==> src/rtl/regfile_wb_arbiter.sv <==
// Register-file writeback arbiter with a destination scoreboard.
// Two writeback requesters (A: ALU, B: load unit) share the single
// register-file write port. Contested cycles alternate priority
// between them, granted writes are registered onto the write port one
// cycle later, and a per-register busy bit tracks reserved destinations
// whose writes are still pending.
module regfile_wb_arbiter #(
    parameter int dtype    = 16,
    parameter int nregs    = 8,
    parameter int addr_len = 3
) (
    input  logic                clock,
    input  logic                reset,
    input  logic                enable,
    input  logic                a_valid,
    input  logic [addr_len-1:0] a_addr,
    input  logic [dtype-1:0]    a_data,
    output logic                a_ready,
    input  logic                b_valid,
    input  logic [addr_len-1:0] b_addr,
    input  logic [dtype-1:0]    b_data,
    output logic                b_ready,
    input  logic                rsv_valid,
    input  logic [addr_len-1:0] rsv_addr,
    output logic                wz_en,
    output logic [addr_len-1:0] wz_addr,
    output logic [dtype-1:0]    wz_data,
    output logic [nregs-1:0]    busy
);

    // Which requester wins when both are valid in the same cycle.
    typedef enum logic {
        PRI_A = 1'b0,
        PRI_B = 1'b1
    } pri_t;

    pri_t                ptr;
    logic                xfer;
    logic [addr_len-1:0] sel_addr;
    logic [dtype-1:0]    sel_data;
    logic [nregs-1:0]    clr_mask;
    logic [nregs-1:0]    set_mask;

    // Grant: a lone requester always wins; a contested cycle goes to the
    // pointer's requester. Nothing is granted while frozen or in reset.
    always_comb begin
        a_ready = 1'b0;
        b_ready = 1'b0;
        if (reset && enable) begin
            if (a_valid && (!b_valid || ptr == PRI_A)) begin
                a_ready = 1'b1;
            end else if (b_valid) begin
                b_ready = 1'b1;
            end
        end
    end

    // Select the granted request's destination and value for the write port.
    always_comb begin
        xfer     = a_ready | b_ready;
        sel_addr = a_ready ? a_addr : b_addr;
        sel_data = a_ready ? a_data : b_data;
    end

    // Scoreboard edits for this cycle: clear the granted destination,
    // set the newly reserved one.
    always_comb begin
        clr_mask = '0;
        set_mask = '0;
        if (xfer) begin
            clr_mask[sel_addr] = 1'b1;
        end
        if (rsv_valid && enable) begin
            set_mask[rsv_addr] = 1'b1;
        end
    end

    // Registered write port, priority pointer and scoreboard. The set mask
    // is OR-ed after the clear so a same-register set/clear leaves it busy.
    always_ff @(posedge clock or negedge reset) begin
        if (!reset) begin
            wz_en   <= 1'b0;
            wz_addr <= '0;
            wz_data <= '0;
            ptr     <= PRI_A;
            busy    <= '0;
        end else if (enable) begin
            wz_en <= xfer;
            if (xfer) begin
                wz_addr <= sel_addr;
                wz_data <= sel_data;
            end
            if (a_valid && b_valid) begin
                ptr <= a_ready ? PRI_B : PRI_A;
            end
            busy <= (busy & ~clr_mask) | set_mask;
        end else begin
            wz_en <= 1'b0;
        end
    end

endmodule

==> config.mk <==
export PLATFORM = sky130hd
export DESIGN_NAME = regfile_wb_arbiter
export DESIGN_NICKNAME = d
export VERILOG_FILES = /design/src/rtl/regfile_wb_arbiter.sv
export SDC_FILE = /design/constraint.sdc
export NUM_CORES = 1
export LEC_CHECK = 0
export BUFFER_PORTS_ARGS = -buffer_cell sky130_fd_sc_hd__buf_4
export CAP_MARGIN = 20
export CORE_MARGIN = 2
export CORE_UTILIZATION = 45
export DETAILED_ROUTE_END_ITERATION = 10
export HOLD_SLACK_MARGIN = 0.12
export PLACE_DENSITY = 0.84
export RECOVER_POWER = 100
export SLEW_MARGIN = 10
export SYNTH_ARGS = -nofsm -noshare
export SYNTH_HDL_FRONTEND = slang
export SYNTH_SLANG_ARGS = --single-unit
==> constraint.sdc <==
create_clock -name clock -period 2.35 [get_ports clock]
set_clock_uncertainty 0.2 [all_clocks]
set_input_delay 0.47 -clock clock [delete_from_list [all_inputs] [get_ports clock]]
set_output_delay 0.47 -clock clock [all_outputs]
set_load 0.005 [all_outputs]
==> impl_metrics.toml, run 1 <==
[status]
status = "complete, no violations"

[logic_synthesis]
yosys.area.top_type = "dfrtp_1"
yosysWarnings = 0
synth_fp_nets = 202
synth_top_family_by_area = "simple AND/OR/NAND/NOR gates"
yosysSeqAreaShare_pct = 48.4
synthArstFlopShare_pct = 100
synth.avg_cell_area_um2 = 9.68
synth_compound_area_share_pct = 14.7
synth.mux.area_fraction_pct = 12.0
syn-cell-area_um2 = 1500
synth_xor_xnor_area_share_pct = 0
synthAdderAreaFrac_pct = 0
yosysUniqueCellTypes = 31
synth_area_leaders = "dfrtp_1 48%, mux2i_1 12%, o21ai_0 8.0%"
synthSimpleGateAreaFrac_pct = 21.9
yosys_most_used_dff = "dfrtp_1"
netlist.area_leader.share_pct = 48.4
syn-instance-count = 155
synth_seq_cells = 29
synth_edf_count = 0

[cells_and_area]
n_fill_cell = 275
areaGrowthSynthToFinish_pct = 45.7
drive_gt1_share_pct = 34.9
seq_area_um2 = 726
multiInputGateArea_um2 = 724
fin_cells = 282
n_antenna_cell = 0
final_util_pct = 70.4
fin_nets = 284

[worst_setup_path]
end_kind = "register"
required_ns = 2.37
worstReg2RegEnd = "busy[1]$_DFFE_PN0P_"
path_class = "in -> reg"
cp_max_fo = 12
rr_worst_depth = 4
worstPathArrival_ns = 2.26
crit_slowest_cell = "or4_1"
worstPathCellList = "dlygate4sd3_1 > buf_4 > nand2_1 > clkbuf_2 > or4_1 > nand3b_1 > nand2_1"
crit_top_cell = "nand2_1"
regToRegSetupSlack_ns = 0.41
startpoint_type = "input pin"
reg2reg_from = "ptr$_DFFE_PN0P_"
critical_path.max_stage_delay_ns = 0.61

[global_routing]
grt_antenna_before_repair = 0
grt_first_pass_wirelength_um = 6070
grt_pass1_vias = 1420
grt_overflow_total = 0
grt.total_usage_pct = 22.1
grt_max_degree = 25

[timing]
slew_headroom_pct = 61.3
hold_viol_final = 0
post-route-period-util_pct = 95.1
rsz0062_at_grt = "false"
fin_setup_tns_ns = 0
setup_viol = 0
worst_pin_slew_ns = 0.580
clock.fmax_ghz = 0.448
report.final.slew_viol_count = 0
layout_min_cycle_time_ns = 2.23

[placed_design]
dp.final_hpwl_um = 2890
placed_cells = 273
place_congestion = 0.912
port_buffers = 76

[detailed_routing]
ant_nets = 0
routed_wl_um = 3640
via_per_inst = 5.14
vias = 1450
drcViolationCount = 0
drtIter0Drc = 103
dr.pass1.iters = 4
routedWlPerCell_um = 12.9

[power]
power_density_nw_per_um2 = 603
leakagePower_uw = 0.00113
irDropWorstVdd_v = 0.000376
power.total_uw = 1320

[die]
die_x_um = 61.7
core_area_um2 = 3100
num_rows = 20
initial_core_util_pct = 48.3
dieArea_um2 = 3810
die_y_um = 61.7
ios = 77

[clocking]
cts_made_buffers = 5
clk_latency_ns = 0.33
cts_hold_buf = 1
clockBufferDepth = 2
path_clk_slew_ns = 0.09
cts_setup_buffers = 0
cts_root_buf = "clkbuf_4"
cts_sinks = 29
h-tree-depth = 2
tritoncts = "built"
cts-resized-gates = 0

[job]
drv_cap = 0

[worst_hold_path]
hold_depth = 3
whs_endpoint = "wz_data[3]$_DFFE_PN0P_"
hold_path_class = "in -> reg"
worst_hold_startpoint = "a_data[3]"
through the flow:
step | hold WS [ns] | area (um^2) | setup WS, ns
after global routing | 0.222 | 2190 | 0.0454
after global placement | 0.103 | 2130 | 0.353
final | 0.224 | 2190 | 0.116
after detailed placement | 0.105 | 2130 | 0.293
after CTS | 0.208 | 2220 | 0.138
after floorplan | -0.0256 | 1500 | 0.411
routing by layer:
metal  vias to the layer above  part of all wire (%)  track usage, %
met4                         0                   2.0            12.5
met2                        69                    48            35.6
met5                         -                     0               0
li1                        724                     -               -
met1                       650                    43            26.7
met3                         7                   7.8            6.00
logic make-up (layout without fill, tap and decap cells):
group | Yosys count | in the layout
mux | 18 | 18
simple gates | 62 | 62
buf+inv | 10 | 93
compound gates | 36 | 36
flops | 29 | 29
registers in the layout, summed over array words and instances, names as in the netlist:
signal / count
ptr: 1
busy: 8
wz_en: 1
wz_addr: 3
wz_data: 16
final cells by class:
cell class / instances / share of cell area (%)
repair buffers: 82 / 26.7
inverters: 3 / 0.515
well taps: 44 / 2.52
clock buffers: 7 / 2.52
flip-flops and latches: 29 / 33.2
multi-input cells: 116 / 33.1
clock inverters: 1 / 1.37
cells in the mapped netlist, types with 2 or more instances:
master and count:
nand3b_1 7, clkbuf_1 4, nand3_1 6, or4_1 2, nand2_1 28, o211ai_1 2
a31oi_1 4, nor2b_1 3, nor3b_1 2, and3_1 3, dfrtp_1 29, nor2_1 3
buf_4 2, inv_1 3, o21ai_0 24, mux2i_1 18
report_power, final:
| group | internal [uW] | switching, uW |
|---|---|---|
| combinational | 165 | 130 |
| sequential | 559 | 34.0 |
| clock | 254 | 177 |
worst max-delay path: cells and delay by family:
| kind | cells | cell delay, ns |
|---|---|---|
| buffers and inverters | 3 | 0.89 |
| and+or+nand+nor | 4 | 0.90 |
how the worst max path moves through the flow:
stage	cells after the start	endpoint	from
floorplan	5	a_ready	a_valid
global placement	6	busy[0]$_DFFE_PN0P_	reset
detailed placement	5	busy[1]$_DFFE_PN0P_	b_valid
CTS	7	busy[0]$_DFFE_PN0P_	reset
global route	6	busy[1]$_DFFE_PN0P_	reset
finish	7	busy[2]$_DFFE_PN0P_	reset
cell usage in the layout, fill, tap and decap left out, types with 4 or more instances in the layout:
master,synthesis,layout
mux2i_1,18,18
a31oi_1,4,4
buf_4,2,47
nand3_1,6,6
dfrtp_1,29,29
clkbuf_1,4,8
clkbuf_4,0,29
o21ai_0,24,24
nand3b_1,7,7
nand2_1,28,28
Note: power is estimated with default switching activity, not from simulation.
==> inputs of run 2 (changes only) <==
--- a/config.mk
+++ b/config.mk
@@ -6,10 +6,9 @@
 export NUM_CORES = 1
 export LEC_CHECK = 0
 export BUFFER_PORTS_ARGS = -buffer_cell sky130_fd_sc_hd__buf_4
-export CAP_MARGIN = 20
-export CORE_MARGIN = 2
 export CORE_UTILIZATION = 45
 export DETAILED_ROUTE_END_ITERATION = 10
+export GPL_ROUTABILITY_DRIVEN = 0
 export HOLD_SLACK_MARGIN = 0.12
 export PLACE_DENSITY = 0.84
 export RECOVER_POWER = 100
==> impl_metrics.toml, run 2 (synthesis gave the netlist of run 1 again) <==
[status]
status = "complete, no violations"

[clocking]
clk_latency_ns = 0.33
tritoncts = "built"
path_clk_slew_ns = 0.09
clockBufferDepth = 2
cts_root_buf = "clkbuf_4"
cts_sinks = 29
cts_made_buffers = 5
h-tree-depth = 2

[worst_setup_path]
cp_max_fo = 12
path_class = "in -> reg"
end_kind = "register"
startpoint_type = "input pin"
worstPathArrival_ns = 2.22
reg2reg_from = "ptr$_DFFE_PN0P_"
required_ns = 2.37
worstSetupStartpoint = "reset"

[power]
power.total_uw = 1320
power_density_nw_per_um2 = 602
irDropWorstVdd_v = 0.000354
leakagePower_uw = 0.00113

[timing]
layout_min_cycle_time_ns = 2.19
hold_viol_final = 0
setup_viol = 0
clock.fmax_ghz = 0.456
slew_headroom_pct = 52.8
report.final.slew_viol_count = 0
worst_pin_slew_ns = 0.708
rsz0062_at_grt = "false"
fin_setup_tns_ns = 0
post-route-period-util_pct = 93.3
setup_slack_ns = 0.157

[detailed_routing]
routedWlPerCell_um = 13.2
drcViolationCount = 0
routed_wl_um = 3720
vias = 1463
via_per_inst = 5.21
drtIter0Drc = 81
ant_nets = 0
dr.pass1.iters = 4

[die]
core_area_um2 = 3100
num_rows = 20
die_y_um = 59.7
initial_core_util_pct = 48.3
ios = 77
dieArea_um2 = 3570
die_x_um = 59.7

[cells_and_area]
reg_top3 = "wz_data: 16 flops, busy: 8 flops, wz_addr: 3 flops"
n_antenna_cell = 0
mostFrequentLayoutCell = "buf_4"
areaGrowthSynthToFinish_pct = 46.3
finalInstanceArea_um2 = 2190
layout_common_cells = "48 x buf_4, 31 x clkbuf_4, 29 x dfrtp_1"
largest_reg_flops = 16
top_register = "wz_data"
drive_gt1_share_pct = 36.3
fin_nets = 283

[worst_hold_path]
hold_path_class = "in -> reg"
worst_hold_startpoint = "a_data[6]"

[global_routing]
grt_first_pass_wirelength_um = 5950
grt_antenna_before_repair = 0
grt.total_usage_pct = 23.4
grt_overflow_total = 0
grt_max_degree = 39
grt_pass1_vias = 1330

[placed_design]
dp.final_hpwl_um = 2820
port_buffers = 76
dpl_worst_slack_ns = 0.273
place_area_um2 = 2120

[job]
drv_cap = 0
[run 2: metrics by stage]
step           hold slack (ns)  cells  util (%)
3_3_place_gp             0.262    272      68.3
3_5_place_dp             0.271    272      68.3
6_report                 0.220    281      70.7
4_1_cts                  0.212    281      71.4
2_1_floorplan          -0.0256    155         -
5_1_grt                  0.232    281      70.7
[run 2: final cells by class]
cell class / instances / area (um^2)
Clock buffer: 7 / 55.1
Clock inverter: 1 / 30.0
Fill cell: 268 / 908
Sequential cell: 29 / 726
Multi-Input combinational cell: 116 / 727
Tap cell: 44 / 55.1
Inverter: 3 / 11.3
Timing Repair Buffer: 81 / 591
[run 2: timing repair]
item,CTS,global route
endpoints found under the setup margin,0,1
setup buffers,0,0
endpoints found under the hold margin,29,0
resized for setup,0,1
hold buffers,1,0
[run 2: worst max-delay path, stage by stage]
cell           delay (ns)
dlygate4sd3_1        0.52
buf_4                0.15
nand2_2              0.12
or4_1                0.50
and3_1               0.19
a221o_1              0.26
[run 2: where the power goes]
part / internal, uW / leakage, uW / switching, uW
Clock: 254 / 0.0000455 / 178
Sequential: 559 / 0.000334 / 34.7
Combinational: 165 / 0.000755 / 130
Total: 978 / 0.00113 / 343
[run 2: final timing paths]
kind                                           end  slack, ns  cells after the start
hold reg to reg             wz_data[5]$_DFFE_PN0P_       0.28                      2
max in group asynchronous  wz_data[12]$_DFFE_PN0P_       0.83                      3
hold / removal              wz_data[6]$_DFFE_PN0P_       0.22                      3
setup / recovery               busy[1]$_DFFE_PN0P_       0.16                      6
min in group asynchronous      busy[4]$_DFFE_PN0P_       0.67                      3
setup reg to reg               busy[1]$_DFFE_PN0P_       0.46                      4
[run 2: layer usage]
layer / part of all wire, % / vias up / global-route usage (%)
met5: 0 / - / 0
met4: 2.0 / 0 / 13.0
met3: 7.4 / 9 / 6.71
met2: 48 / 75 / 37.3
met1: 42 / 659 / 28.4
li1: - / 720 / -
==> inputs of run 3 (changes only) <==
--- a/config.mk
+++ b/config.mk
@@ -5,12 +5,12 @@
 export SDC_FILE = /design/constraint.sdc
 export NUM_CORES = 1
 export LEC_CHECK = 0
-export BUFFER_PORTS_ARGS = -buffer_cell sky130_fd_sc_hd__buf_4
-export CORE_UTILIZATION = 45
+export CORE_UTILIZATION = 60
 export DETAILED_ROUTE_END_ITERATION = 10
+export DONT_BUFFER_PORTS = 1
 export GPL_ROUTABILITY_DRIVEN = 0
 export HOLD_SLACK_MARGIN = 0.12
-export PLACE_DENSITY = 0.84
+export PLACE_DENSITY = 0.81
 export RECOVER_POWER = 100
 export SLEW_MARGIN = 10
 export SYNTH_ARGS = -nofsm -noshare
==> impl_metrics.toml, run 3 (synthesis gave the netlist of run 1 again) <==
[cells_and_area]
n_antenna_cell = 0
top_register = "wz_data"
fin_cells = 190
largest_reg_flops = 16
drive_gt1_share_pct = 6.79
seq_area_um2 = 726
mostFrequentLayoutCell = "dfrtp_1"
areaGrowthSynthToFinish_pct = 6.26
fin_nets = 208
n_fill_cell = 174
multiInputGateArea_um2 = 722
finalInstanceArea_um2 = 1590
reg_top3 = "wz_data: 16 flops, busy: 8 flops, wz_addr: 3 flops"
layout_common_cells = "29 x dfrtp_1, 28 x nand2_1, 24 x o21ai_0"

[worst_setup_path]
path_class = "reg -> out"
startpoint_type = "register"
cp_max_fo = 5
worstPathArrival_ns = 1.40
required_ns = 1.68
regToRegSetupSlack_ns = 0.35
end_kind = "output port"

[detailed_routing]
top_layer_used = "met4"
dr_wl_met2_um = 1610
dr.pass1.iters = 4
routedWlPerCell_um = 16.5
routed-wl-met3_um = 275
vias = 1187
ant_nets = 0
via_per_inst = 6.25
routed_wl_um = 3130
drcViolationCount = 0
drtIter0Drc = 21
wl_met1_um = 1230

[timing]
setup_slack_ns = 0.284
setup_viol = 0
hold_viol_final = 0
layout_min_cycle_time_ns = 2.07
clock.fmax_ghz = 0.484
rsz0062_at_grt = "false"
slew_headroom_pct = 53.9
worst_pin_slew_ns = 0.691
fin_setup_tns_ns = 0
report.final.slew_viol_count = 0
post-route-period-util_pct = 87.9

[placed_design]
port_buffers = 0
placed_cells = 180
place_area_um2 = 1530
dp.final_hpwl_um = 2310
dpl_worst_slack_ns = 0.406

[clocking]
tritoncts = "built"
cts_made_buffers = 5
path_clk_slew_ns = 0.09
cts_root_buf = "clkbuf_4"
h-tree-depth = 2
cts_setup_buffers = 0
clk_latency_ns = 0.31
clockBufferDepth = 2
cts_sinks = 29
cts_hold_buf = 2
cts-resized-gates = 0

[global_routing]
grt_pass1_vias = 1177
grt.total_usage_pct = 26.0
grt_first_pass_wirelength_um = 5040
grt_antenna_before_repair = 0
grt_overflow_total = 0
grt_max_degree = 31

[die]
die_y_um = 52.0
ios = 77
num_rows = 17
die_x_um = 52.0
core_area_um2 = 2280
initial_core_util_pct = 65.9
dieArea_um2 = 2700

[worst_hold_path]
hold_path_class = "in -> reg"

[status]
status = "complete, no violations"

[power]
power_density_nw_per_um2 = 641
irDropWorstVdd_v = 0.000444
leakagePower_uw = 0.000778

[job]
drv_cap = 0
run 3: worst max-delay path, stage by stage, from the launching register on:
cell and delay [ns]:
dfrtp_1 0.42, a21boi_0 0.35, nand3_1 0.20, inv_1 0.11
run 3: where the power goes:
part           internal [uW]  switching [uW]
sequential               559            48.3
combinational           62.1            76.0
clock                    114             163
run 3: final cells by class:
type                            count  area share, %
Inverter                            3          0.706
Timing Repair Buffer                6           3.06
Tap cell                           28           2.20
Sequential cell                    29           45.5
Clock buffer                        6           2.59
Multi-Input combinational cell    116           45.3
Clock inverter                      2          0.628
run 3: worst paths after layout:
kind	startpoint	end	cells after the start
setup / recovery	ptr$_DFFE_PN0P_	a_ready	3
setup reg to reg	ptr$_DFFE_PN0P_	wz_data[7]$_DFFE_PN0P_	5
max in group asynchronous	reset	wz_data[13]$_DFFE_PN0P_	2
hold / removal	rsv_addr[1]	busy[3]$_DFFE_PN0P_	2
min in group asynchronous	reset	busy[0]$_DFFE_PN0P_	2
hold reg to reg	wz_data[6]$_DFFE_PN0P_	wz_data[6]$_DFFE_PN0P_	2
run 3: through the flow:
stage                     hold WS (ns)  total power (uW)  utilization (%)
after global routing             0.132              1090             70.0
after detailed placement       -0.0250               748             67.2
after global placement         -0.0249               739             67.2
after floorplan                -0.0256               715                -
after CTS                        0.120              1040             70.8
final                            0.128              1020             70.0
run 3: layer usage:
metal  GRT usage, %  vias up
li1               -      571
met1           29.9      555
met2           42.5       58
met3           8.77        3
met4           13.5        0
met5              0        -
